--- config.mk ---
export PLATFORM = sky130hd
export DESIGN_NAME = inta_sequencer
export DESIGN_NICKNAME = d
export VERILOG_FILES = /design/src/rtl/inta_sequencer.sv
export SDC_FILE = /design/constraint.sdc
export NUM_CORES = 1
export LEC_CHECK = 0
export BUFFER_PORTS_ARGS = -buffer_cell sky130_fd_sc_hd__buf_2
export CAP_MARGIN = 20
export CORE_ASPECT_RATIO = 1.2
export CORE_MARGIN = 2
export CORE_UTILIZATION = 42
export DETAILED_ROUTE_END_ITERATION = 7
export GPL_TIMING_DRIVEN = 1
export PLACE_DENSITY = 0.69
export SLEW_MARGIN = 10
export SYNTH_ARGS = -nofsm -noshare
export SYNTH_HDL_FRONTEND = slang
export SYNTH_SLANG_ARGS = --single-unit
--- constraint.sdc ---
create_clock -name clock -period 2.82 [get_ports clock]
set_input_delay 0.282 -clock clock [delete_from_list [all_inputs] [get_ports clock]]
set_output_delay 0.282 -clock clock [all_outputs]
set_load 0.01 [all_outputs]
--- src/rtl/inta_sequencer.sv ---
// Two-pulse INTA acknowledge sequencer for an 8259A-style PIC: issues the pulse pair, captures the vector, hands it off.
// Optional macro INTA_INT_SYNC_EN adds a two-flop synchronizer on INT (two extra clocks of request latency).
module inta_sequencer #(
    parameter int unsigned PULSE_CYCLES = 2,
    parameter int unsigned GAP_CYCLES   = 2
) (
    input  logic       clock,
    input  logic       reset,
    input  logic       INT,
    input  logic       int_enable,
    input  logic [7:0] data_bus,
    output logic       INTA,
    output logic       LOCK,
    output logic [7:0] vector_out,
    output logic       vector_valid,
    input  logic       vector_ready,
    output logic       busy
);

    typedef enum logic [2:0] {
        ST_IDLE,
        ST_ACK1,
        ST_GAP,
        ST_ACK2,
        ST_HOLD
    } state_t;

    localparam logic [3:0] PULSE_LAST = 4'(PULSE_CYCLES - 1);
    localparam logic [3:0] GAP_LAST   = 4'(GAP_CYCLES - 1);

    state_t     r_state;
    logic [3:0] r_cnt;
    logic       r_inta;
    logic       r_lock;
    logic [7:0] r_vector;
    logic       r_valid;
    logic       r_busy;
    logic       w_int;

`ifdef INTA_INT_SYNC_EN
    logic r_int_meta;
    logic r_int_sync;

    always_ff @(posedge clock or posedge reset) begin
        if (reset) begin
            r_int_meta <= 1'b0;
            r_int_sync <= 1'b0;
        end else begin
            r_int_meta <= INT;
            r_int_sync <= r_int_meta;
        end
    end

    assign w_int = r_int_sync;
`else
    assign w_int = INT;
`endif

    // Once ACK1 is entered the pair always runs to completion; only reset can abort it.
    always_ff @(posedge clock or posedge reset) begin
        if (reset) begin
            r_state  <= ST_IDLE;
            r_cnt    <= 4'd0;
            r_inta   <= 1'b1;
            r_lock   <= 1'b0;
            r_vector <= 8'h00;
            r_valid  <= 1'b0;
            r_busy   <= 1'b0;
        end else begin
            case (r_state)
                ST_IDLE: begin
                    if (w_int && int_enable) begin
                        r_state <= ST_ACK1;
                        r_cnt   <= 4'd0;
                        r_inta  <= 1'b0;
                        r_lock  <= 1'b1;
                        r_busy  <= 1'b1;
                    end
                end
                ST_ACK1: begin
                    if (r_cnt == PULSE_LAST) begin
                        r_state <= ST_GAP;
                        r_cnt   <= 4'd0;
                        r_inta  <= 1'b1;
                    end else begin
                        r_cnt <= r_cnt + 4'd1;
                    end
                end
                ST_GAP: begin
                    if (r_cnt == GAP_LAST) begin
                        r_state <= ST_ACK2;
                        r_cnt   <= 4'd0;
                        r_inta  <= 1'b0;
                    end else begin
                        r_cnt <= r_cnt + 4'd1;
                    end
                end
                ST_ACK2: begin
                    // The PIC drives the vector during the second pulse; sample on its closing edge.
                    if (r_cnt == PULSE_LAST) begin
                        r_state  <= ST_HOLD;
                        r_cnt    <= 4'd0;
                        r_inta   <= 1'b1;
                        r_lock   <= 1'b0;
                        r_vector <= data_bus;
                        r_valid  <= 1'b1;
                    end else begin
                        r_cnt <= r_cnt + 4'd1;
                    end
                end
                ST_HOLD: begin
                    if (r_valid && vector_ready) begin
                        r_state <= ST_IDLE;
                        r_valid <= 1'b0;
                        r_busy  <= 1'b0;
                    end
                end
                default: begin
                    r_state <= ST_IDLE;
                    r_cnt   <= 4'd0;
                    r_inta  <= 1'b1;
                    r_lock  <= 1'b0;
                    r_valid <= 1'b0;
                    r_busy  <= 1'b0;
                end
            endcase
        end
    end

    assign INTA         = r_inta;
    assign LOCK         = r_lock;
    assign vector_out   = r_vector;
    assign vector_valid = r_valid;
    assign busy         = r_busy;

endmodule

==> flow_metrics.env, run 1 <==
export IMPL_status="finished, final reports clean"
export IMPL_fin_crit_ns=2.14
export IMPL_wire_per_inst_microns=13.1
export IMPL_syn_to_final_growth_pct=17.6
export IMPL_synth_cell_types=30
export IMPL_syn_inst=77
export IMPL_rsz0062_at_grt="no"
export IMPL_htree_levels=1
export IMPL_root_buffer="clkbuf_4"
export IMPL_cp_top_family="simple AND/OR/NAND/NOR gates"
export IMPL_syn_num_nets=90
export IMPL_die_y_microns=54.3
export IMPL_fmax_mhz=468
export IMPL_stdcell_area_sq_um=1040
export IMPL_worstPathRequired_ns=3.01
export IMPL_synth_area_leaders="dfrtp_1 51%, mux2_2 11%, dfstp_2 3.0%"
export IMPL_syn_area_sq_um=887
export IMPL_hold_path_class="input pin to async pin"
export IMPL_cts_tree="built"
export IMPL_power_density_nw_per_um2=1060
export IMPL_grt_max_degree=20
export IMPL_critical_path_class="flop to flop"
export IMPL_ios=25
export IMPL_cts_buffer_depth=2
export IMPL_crit_fanout=10
export IMPL_cts_setup_buffers=0
export IMPL_fin_skew_ns=0.00530
export IMPL_io_buffer_count=24
export IMPL_routabilityCongestion=0.802
export IMPL_drc_errors=0
export IMPL_layout_drive_gt1_share_pct=39.6
export IMPL_synth_area_per_cell_sq_um=11.5
export IMPL_routed_wl_microns=1590
export IMPL_fin_crit_sh_pct=75.8
export IMPL_numCtsBuffers=3
export IMPL_fp_row_count=18
export IMPL_synth_top_area_share_pct=50.8
export IMPL_p_leak_nw=0.498
export IMPL_ys_flop_type="dfrtp_1"
export IMPL_cts_sinks=19
export IMPL_ys_top_cells_by_count="18 x dfrtp_1, 9 x mux2_2, 6 x nand2_1, 4 x nor2_1"
export IMPL_drv_cap=0
export IMPL_worst_pin_slew_ns=0.704
export IMPL_gr_total_overflow=0
export IMPL_hold_violations=0
export IMPL_power_total_w=0.00110
export IMPL_clkLatencyLatePin_ns=0.30
export IMPL_rrSetupSlack_ns=0.68
export IMPL_critical_path_startpoint_type="flop"
export IMPL_ys_warnings_count=0
export IMPL_fin_util_pct=51.5
export IMPL_antenna_found_initial=0
export IMPL_grt_pass1_wl_microns=2620
export IMPL_yosysTopAreaCell="dfrtp_1"
export IMPL_max_stage_delay_ns=0.68
export IMPL_start_util_pct=43.8
export IMPL_vdd_ir_drop_max_v=0.000567
export IMPL_slew_viol_final=0
export IMPL_vias=658
export IMPL_drt_initial_drc_count=9
export IMPL_yosys_cell_count_top_type="dfrtp_1"
export IMPL_layout_nets=115
export IMPL_setup_tns_ns=0
export IMPL_endpoint_kind="flop"
export IMPL_die_w_microns=46.0
export IMPL_postCtsHoldBufs=0
export IMPL_core_sq_um=2030
export IMPL_ant_nets=0
export IMPL_finalSetupViolations=0
export IMPL_dpl_cell_area_sq_um=1020
export IMPL_n_antenna_cell=0
export IMPL_grt_pass1_vias=599
export IMPL_ys_seq_area_share_pct=53.7
export IMPL_grt_use_total_pct=14.7
export IMPL_synthArstFlopShare_pct=100
export IMPL_cp_arrival_ns=2.33
export IMPL_ctsResizeCount=0
export IMPL_avgViaCountPerCell=5.44
export IMPL_crit_chain="or4b_1, nor4_4, mux2_2"
export IMPL_synth_edf_count=0
export IMPL_crit_buf_inv=0
export IMPL_synth_seq_cells=19
export IMPL_die_area_sq_um=2500
export IMPL_drt_pass1_iter_count=4
export IMPL_slew_headroom_pct=53.0
export IMPL_dp_hpwl_microns=1170
export IMPL_cp_slowest_cell="or4b_1"
export IMPL_clkTransAtPathRegs_ns=0.11
export IMPL_hold_worst_slack_ns=0.0779
## path summary, 6_finish.rpt
check	start	endpoint	depth (start not counted)
max	r_cnt[1]$_DFFE_PP0P_	vector_out[0]$_DFFE_PP0P_	3
min	reset	vector_out[3]$_DFFE_PP0P_	2
max reg2reg	r_cnt[1]$_DFFE_PP0P_	vector_out[0]$_DFFE_PP0P_	3
min reg2reg	vector_out[3]$_DFFE_PP0P_	vector_out[3]$_DFFE_PP0P_	1
max in group asynchronous	reset	LOCK$_DFFE_PP0P_	2
min in group clock	data_bus[7]	vector_out[7]$_DFFE_PP0P_	2
## registers in the layout, summed over array words and instances, names as in the netlist
register,cells
r_cnt,4
INTA,1
vector_out,8
vector_valid,1
LOCK,1
busy,1
r_state,3
## cell usage in the layout, fill, tap and decap left out, types with 2 or more instances in the layout
cell type	netlist	routed
nor2b_1	2	2
clkbuf_4	0	3
and2_1	2	2
inv_1	3	3
o21ai_0	2	2
nor3b_1	2	2
nand2_1	6	6
dfrtp_1	18	18
buf_2	1	24
a21oi_1	2	2
a21o_1	2	2
nor2_1	4	4
nand3_1	2	2
mux2_2	9	9
nor3_1	3	3
mux2i_1	2	2
## layer usage
| metal | wire (microns) | track usage, % | part of all wire, % | vias to the layer above |
|---|---|---|---|---|
| met5 | 0 | 0 | 0 | - |
| met4 | 32 | 8.57 | 2.0 | 0 |
| met3 | 38 | 1.98 | 2.4 | 4 |
| met2 | 759 | 22.5 | 48 | 12 |
| met1 | 759 | 19.7 | 48 | 320 |
| li1 | - | - | - | 322 |
## layout make-up
type	count	area, sq um
Timing Repair Buffer	24	120
Inverter	3	11.3
Tap cell	20	25.0
Sequential cell	19	477
Clock inverter	1	5.00
Clock buffer	3	22.5
Fill cell	193	983
Multi-Input combinational cell	51	383
## metrics by stage
stage,std cells,worst slack [ns]
global route,121,0.573
finish,121,0.681
floorplan,77,0.878
CTS,121,0.660
detailed placement,117,0.674
global placement,117,0.710
## kinds of logic after synthesis
logic type,Yosys count,share of synthesized area (%)
simple gates,26,17.8
flops,19,53.7
compound gates,13,10.7
mux,11,13.7
buf+inv,7,3.10
xor+xnor,1,0.987
## power breakdown
| group | switching (W) | total, W | leakage (nW) | internal [W] |
|---|---|---|---|---|
| Sequential | 0.000110 | 0.000501 | 0.229 | 0.000391 |
| Clock | 0.0000831 | 0.000136 | 0.0177 | 0.0000528 |
| Combinational | 0.000229 | 0.000466 | 0.252 | 0.000237 |
Note: power is estimated with default switching activity, not from simulation.
==> run 2: changes to the inputs <==
Settings changed: ABC_AREA from default to 1, PLACE_DENSITY 0.69 to 0.71.
Clock period 2.82 ns to 1.9 ns, I/O delays scaled along.
==> run 2 against run 1 <==
The run now ends with hold timing left. Clock power increased by 48%. Flip-flop and latch count unchanged. Critical path depth increased by 1. Global-route usage increased by 1.3 points. Fmax increased by 64%. Highest routed layer unchanged. Count of clock-buffer cells in the layout increased by 1. Sequential power increased by 38%. First-iteration DRC count increased by 33%. Synthesized cell count increased by 40%. Combinational power increased by 65%. Die area decreased by 2.2%.
==> flow_metrics.env, run 2 <==
export IMPL_pre_cts_ws_ns=0.597
export IMPL_fin_ws_ns=0.598
export IMPL_avgViaCountPerCell=5.06
export IMPL_die_w_microns=45.4
export IMPL_root_buffer="clkbuf_4"
export IMPL_crit_fanout=7
export IMPL_die_area_sq_um=2440
export IMPL_syn_num_nets=121
export IMPL_synth_cell_types=14
export IMPL_endpoint_kind="flop"
export IMPL_synthArstFlopShare_pct=100
export IMPL_ys_seq_area_share_pct=55.1
export IMPL_cts_buffer_depth=2
export IMPL_final_common_cell="nand2_1"
export IMPL_ys_warnings_count=0
export IMPL_setup_tns_ns=0
export IMPL_worst_pin_slew_ns=0.701
export IMPL_violations="hold timing"
export IMPL_finalSetupViolations=0
export IMPL_p_leak_nw=0.586
export IMPL_synth_area_leaders="dfrtp_1 52%, nand2_1 19%, nand3_1 10%"
export IMPL_ys_flop_type="dfrtp_1"
export IMPL_start_util_pct=43.2
export IMPL_synth_area_per_cell_sq_um=8.02
export IMPL_routabilityCongestion=0.755
export IMPL_syn_to_final_growth_pct=19.8
export IMPL_clkTransAtPathRegs_ns=0.10
export IMPL_status="finished, violations left"
export IMPL_vias=790
export IMPL_critical_path_class="flop to flop"
export IMPL_grt_use_total_pct=16.0
export IMPL_synth_edf_count=0
export IMPL_muxShareOfSynthArea_pct=0
export IMPL_largest_register_ffs=8
export IMPL_cts_tree="built"
export IMPL_synth_seq_cells=19
export IMPL_io_buffer_count=24
export IMPL_final_cells=156
export IMPL_grt_pass1_vias=702
export IMPL_yosys_cell_count_top_type="nand2_1"
export IMPL_drv_cap=0
export IMPL_die_y_microns=53.7
export IMPL_synth_xor_xnor_area_share_pct=1.01
export IMPL_dp_hpwl_microns=1370
export IMPL_slew_headroom_pct=53.2
export IMPL_stdcell_area_sq_um=1040
export IMPL_layout_drive_gt1_share_pct=22.8
export IMPL_fin_util_pct=51.7
export IMPL_fin_skew_ns=0.00322
export IMPL_drt_initial_drc_count=12
export IMPL_worstPathRequired_ns=2.08
export IMPL_fin_crit_sh_pct=68.5
export IMPL_htree_levels=1
export IMPL_clkLatencyLatePin_ns=0.29
export IMPL_core_sq_um=2000
export IMPL_synth_compound_area_share_pct=4.19
export IMPL_syn_inst=108
export IMPL_synth_top_family_by_area="simple AND/OR/NAND/NOR gates"
export IMPL_drc_errors=0
export IMPL_dpl_cell_area_sq_um=1010
export IMPL_cp_arrival_ns=1.48
export IMPL_synth_top_area_share_pct=52.0
export IMPL_ctsResizeCount=0
export IMPL_yosysTopAreaCell="dfrtp_1"
export IMPL_gr_total_overflow=0
export IMPL_numCtsBuffers=3
export IMPL_fmax_mhz=768
export IMPL_hold_violations=18
export IMPL_wire_per_inst_microns=11.2
export IMPL_grt_pass1_wl_microns=2820
export IMPL_fp_row_count=18
export IMPL_vdd_ir_drop_max_v=0.000853
export IMPL_ys_top_cells_by_count="43 x nand2_1, 18 x dfrtp_1, 18 x nand3_1, 8 x inv_1, 6 x nor2_1"
export IMPL_syn_area_sq_um=866
export IMPL_antenna_found_initial=0
export IMPL_final_cell_mix="43 x nand2_1, 24 x buf_2, 18 x dfrtp_1, 18 x nand3_1, 8 x inv_1"
export IMPL_fin_crit_ns=1.30
export IMPL_ant_nets=0
export IMPL_layout_nets=150
export IMPL_synth_fa_ha_area_share_pct=0
export IMPL_ios=25
export IMPL_slew_viol_final=0
export IMPL_drt_pass1_iter_count=4
export IMPL_hold_path_class="input pin to async pin"
export IMPL_routed_wl_microns=1750
export IMPL_place_inst=152
export IMPL_hold_worst_slack_ns=-0.0150
export IMPL_synth_simple_gate_area_share_pct=35.8
export IMPL_cts_setup_buffers=0
export IMPL_n_antenna_cell=0
export IMPL_critical_path_startpoint_type="flop"
export IMPL_rsz0062_at_grt="no"
export IMPL_power_density_nw_per_um2=1600
export IMPL_grt_max_degree=20
export IMPL_postCtsHoldBufs=0
export IMPL_cts_sinks=19
-- run 2: report_power, final --
group	switching (W)	internal, W	leakage [nW]
logic	0.000494	0.000275	0.332
registers	0.000114	0.000577	0.239
clock network	0.000119	0.0000818	0.0150
-- run 2: cell type report --
class / count / area, sq um
Clock buffer: 4 / 26.3
Fill cell: 185 / 967
Inverter: 9 / 33.8
Multi-Input combinational cell: 80 / 355
Sequential cell: 19 / 477
Tap cell: 20 / 25.0
Timing Repair Buffer: 24 / 120
-- run 2: cell families after synthesis --
logic type             after synthesis
AND/OR/NAND/NOR                     72
flip-flops                          19
buffers and inverters                9
AO/OA/AOI/OAI                        7
XOR/XNOR                             1
-- run 2: worst paths after layout --
kind                                   startpoint                   endpoint  slack, ns  depth (start not counted)
setup reg to reg           r_state[0]$_DFFE_PP0P_     r_state[0]$_DFFE_PP0P_       0.60                          4
setup / recovery           r_state[0]$_DFFE_PP0P_     r_state[0]$_DFFE_PP0P_       0.60                          4
hold reg to reg                  INTA$_DFFE_PP1P_           INTA$_DFFE_PP1P_       0.48                          2
max in group asynchronous                   reset  vector_out[2]$_DFFE_PP0P_       1.47                          2
hold / removal                              reset       r_cnt[3]$_DFFE_PP0P_      -0.02                          2
min in group clock                    data_bus[3]  vector_out[3]$_DFFE_PP0P_       0.11                          3
-- run 2: metal layers --
metal	GRT usage, %	vias to the layer above	wire (microns)
li1	-	404	-
met1	18.6	364	743
met2	28.6	17	919
met3	2.01	5	49
met4	7.35	0	34
met5	0	-	0
-- run 2: through the flow --
stage | hold slack, ns | total power [W]
floorplan | 0.140 | 0.00122
global placement | 0.342 | 0.00145
detailed placement | 0.340 | 0.00148
CTS | 0.00865 | 0.00168
global route | 0.0550 | 0.00181
finish | -0.0150 | 0.00166
-- run 2: worst max-delay path: stages (launching register included) --
cell and delay, ns:
dfrtp_1 0.44, nor2_1 0.27, o21ai_1 0.25, nand3_1 0.14, o21ai_0 0.09
==> run 3: changes to the inputs <==
Clock period 1.9 ns to 1.15 ns, I/O delays scaled along.
==> run 3 against run 2 <==
The flow finishes with violations (setup timing). Count of clock-buffer cells in the layout unchanged. Design area grew 21%. Clock power increased by 66%. Die area unchanged. Flip-flop and latch count did not move. Combinational power rose by 140%. Register-to-register slack lost 0.60 ns. Setup slack lost 0.60 ns. Worst hold slack gained 0.055 ns.
==> flow_metrics.env, run 3 (synthesis results as in run 2) <==
export IMPL_slew_viol_final=0
export IMPL_fmax_mhz=867
export IMPL_ant_nets=0
export IMPL_finalSetupViolations=1
export IMPL_final_common_cell="nand2_1"
export IMPL_vias=869
export IMPL_status="finished, violations left"
export IMPL_root_buffer="clkbuf_4"
export IMPL_routed_wl_microns=2010
export IMPL_cp_slowest_cell="dfrtp_2"
export IMPL_grt_pass1_wl_microns=3190
export IMPL_grt_max_degree=20
export IMPL_clkTransAtPathRegs_ns=0.10
export IMPL_n_antenna_cell=0
export IMPL_violations="setup timing"
export IMPL_cts_sinks=19
export IMPL_hold_worst_slack_ns=0.0395
export IMPL_stdcell_area_sq_um=1250
export IMPL_io_buffer_count=24
export IMPL_critical_path_class="flop to flop"
export IMPL_antenna_found_initial=0
export IMPL_p_leak_nw=0.684
export IMPL_fp_row_count=18
export IMPL_dp_hpwl_microns=1460
export IMPL_grt_pass1_vias=826
export IMPL_core_sq_um=2000
export IMPL_layout_nets=165
export IMPL_avgViaCountPerCell=5.08
export IMPL_vdd_ir_drop_max_v=0.00134
export IMPL_hold_path_class="input pin to flop"
export IMPL_die_y_microns=53.7
export IMPL_crit_fanout=4
export IMPL_htree_levels=1
export IMPL_max_stage_delay_ns=0.46
export IMPL_power_density_nw_per_um2=2650
export IMPL_endpoint_kind="flop"
export IMPL_fin_crit_ns=1.15
export IMPL_final_cells=171
export IMPL_ios=25
export IMPL_worst_pin_slew_ns=0.290
export IMPL_start_util_pct=43.2
export IMPL_slew_headroom_pct=80.7
export IMPL_die_w_microns=45.4
export IMPL_drv_cap=0
export IMPL_crit_chain="nor2_4, buf_6, nand3_2, nand4_1, nand2_1"
export IMPL_routabilityCongestion=0.745
export IMPL_die_area_sq_um=2440
export IMPL_rrSetupSlack_ns=-0.003
export IMPL_layout_drive_gt1_share_pct=41.7
export IMPL_dpl_cell_area_sq_um=1110
export IMPL_critical_path_startpoint_type="flop"
export IMPL_pre_cts_ws_ns=-0.0683
export IMPL_drt_pass1_iter_count=4
export IMPL_worstPathRequired_ns=1.34
export IMPL_numCtsBuffers=3
export IMPL_wire_per_inst_microns=11.8
export IMPL_drc_errors=0
export IMPL_place_inst=163
export IMPL_clkLatencyLatePin_ns=0.30
export IMPL_largest_register_ffs=8
export IMPL_grt_use_total_pct=17.9
export IMPL_final_cell_mix="40 x nand2_1, 24 x buf_2, 15 x dfrtp_1"
export IMPL_fin_ws_ns=-0.00294
export IMPL_cts_tree="built"
export IMPL_drt_initial_drc_count=14
export IMPL_syn_to_final_growth_pct=44.9
export IMPL_fin_skew_ns=0.00159
export IMPL_cp_arrival_ns=1.35
export IMPL_gr_total_overflow=0
export IMPL_fin_crit_sh_pct=100
export IMPL_rsz0062_at_grt="yes"
export IMPL_hold_violations=0
export IMPL_cts_buffer_depth=2
## run 3: through the flow
stage / utilization [%] / total power [W] / setup TNS [ns]
floorplan: - / 0.00202 / 0
global route: 62.6 / 0.00360 / -0.332
CTS: 57.8 / 0.00302 / -0.000119
finish: 62.6 / 0.00332 / -0.00294
detailed placement: 55.2 / 0.00263 / -0.208
global placement: 55.2 / 0.00258 / -0.100
## run 3: power by group
group	internal, W	switching (W)
clock network	0.000135	0.000198
logic	0.000791	0.00102
registers	0.000963	0.000210
total	0.00189	0.00143
## run 3: metal layers
metal  vias to the layer above  part of all wire (%)  GRT usage (%)
li1                        438                     -              -
met1                       405                    41           21.5
met2                        21                    54           31.2
met3                         5                   3.4           2.01
met4                         0                   1.5           8.82
met5                         -                     0              0
## run 3: timing repair
item,4_1_cts,5_1_grt
hold buffers,1,0
pin swaps,0,11
resized for setup,6,22
setup buffers,0,3
hold endpoints to repair,18,0
endpoints found under the setup margin,15,15
## run 3: worst max-delay path: cells and delay by family (launching register included)
kind | cells | cell delay (ns)
buf+inv | 1 | 0.13
flops | 1 | 0.46
simple gates | 4 | 0.46
## run 3: final cells by class
cell class	count	area (sq um)
Timing Repair Buffer	39	263
Fill cell	180	749
Multi-Input combinational cell	80	424
Inverter	9	36.3
Tap cell	20	25.0
Sequential cell	19	480
Clock buffer	4	26.3
## run 3: final timing paths
check / start / endpoint / cells after the start
min in group asynchronous: reset / r_cnt[1]$_DFFE_PP0P_ / 4
setup reg to reg: r_state[1]$_DFFE_PP0P_ / r_state[1]$_DFFE_PP0P_ / 5
hold reg to reg: LOCK$_DFFE_PP0P_ / LOCK$_DFFE_PP0P_ / 2
max in group asynchronous: reset / INTA$_DFFE_PP1P_ / 4
hold / removal: data_bus[2] / vector_out[2]$_DFFE_PP0P_ / 3
setup / recovery: r_state[1]$_DFFE_PP0P_ / r_state[1]$_DFFE_PP0P_ / 5
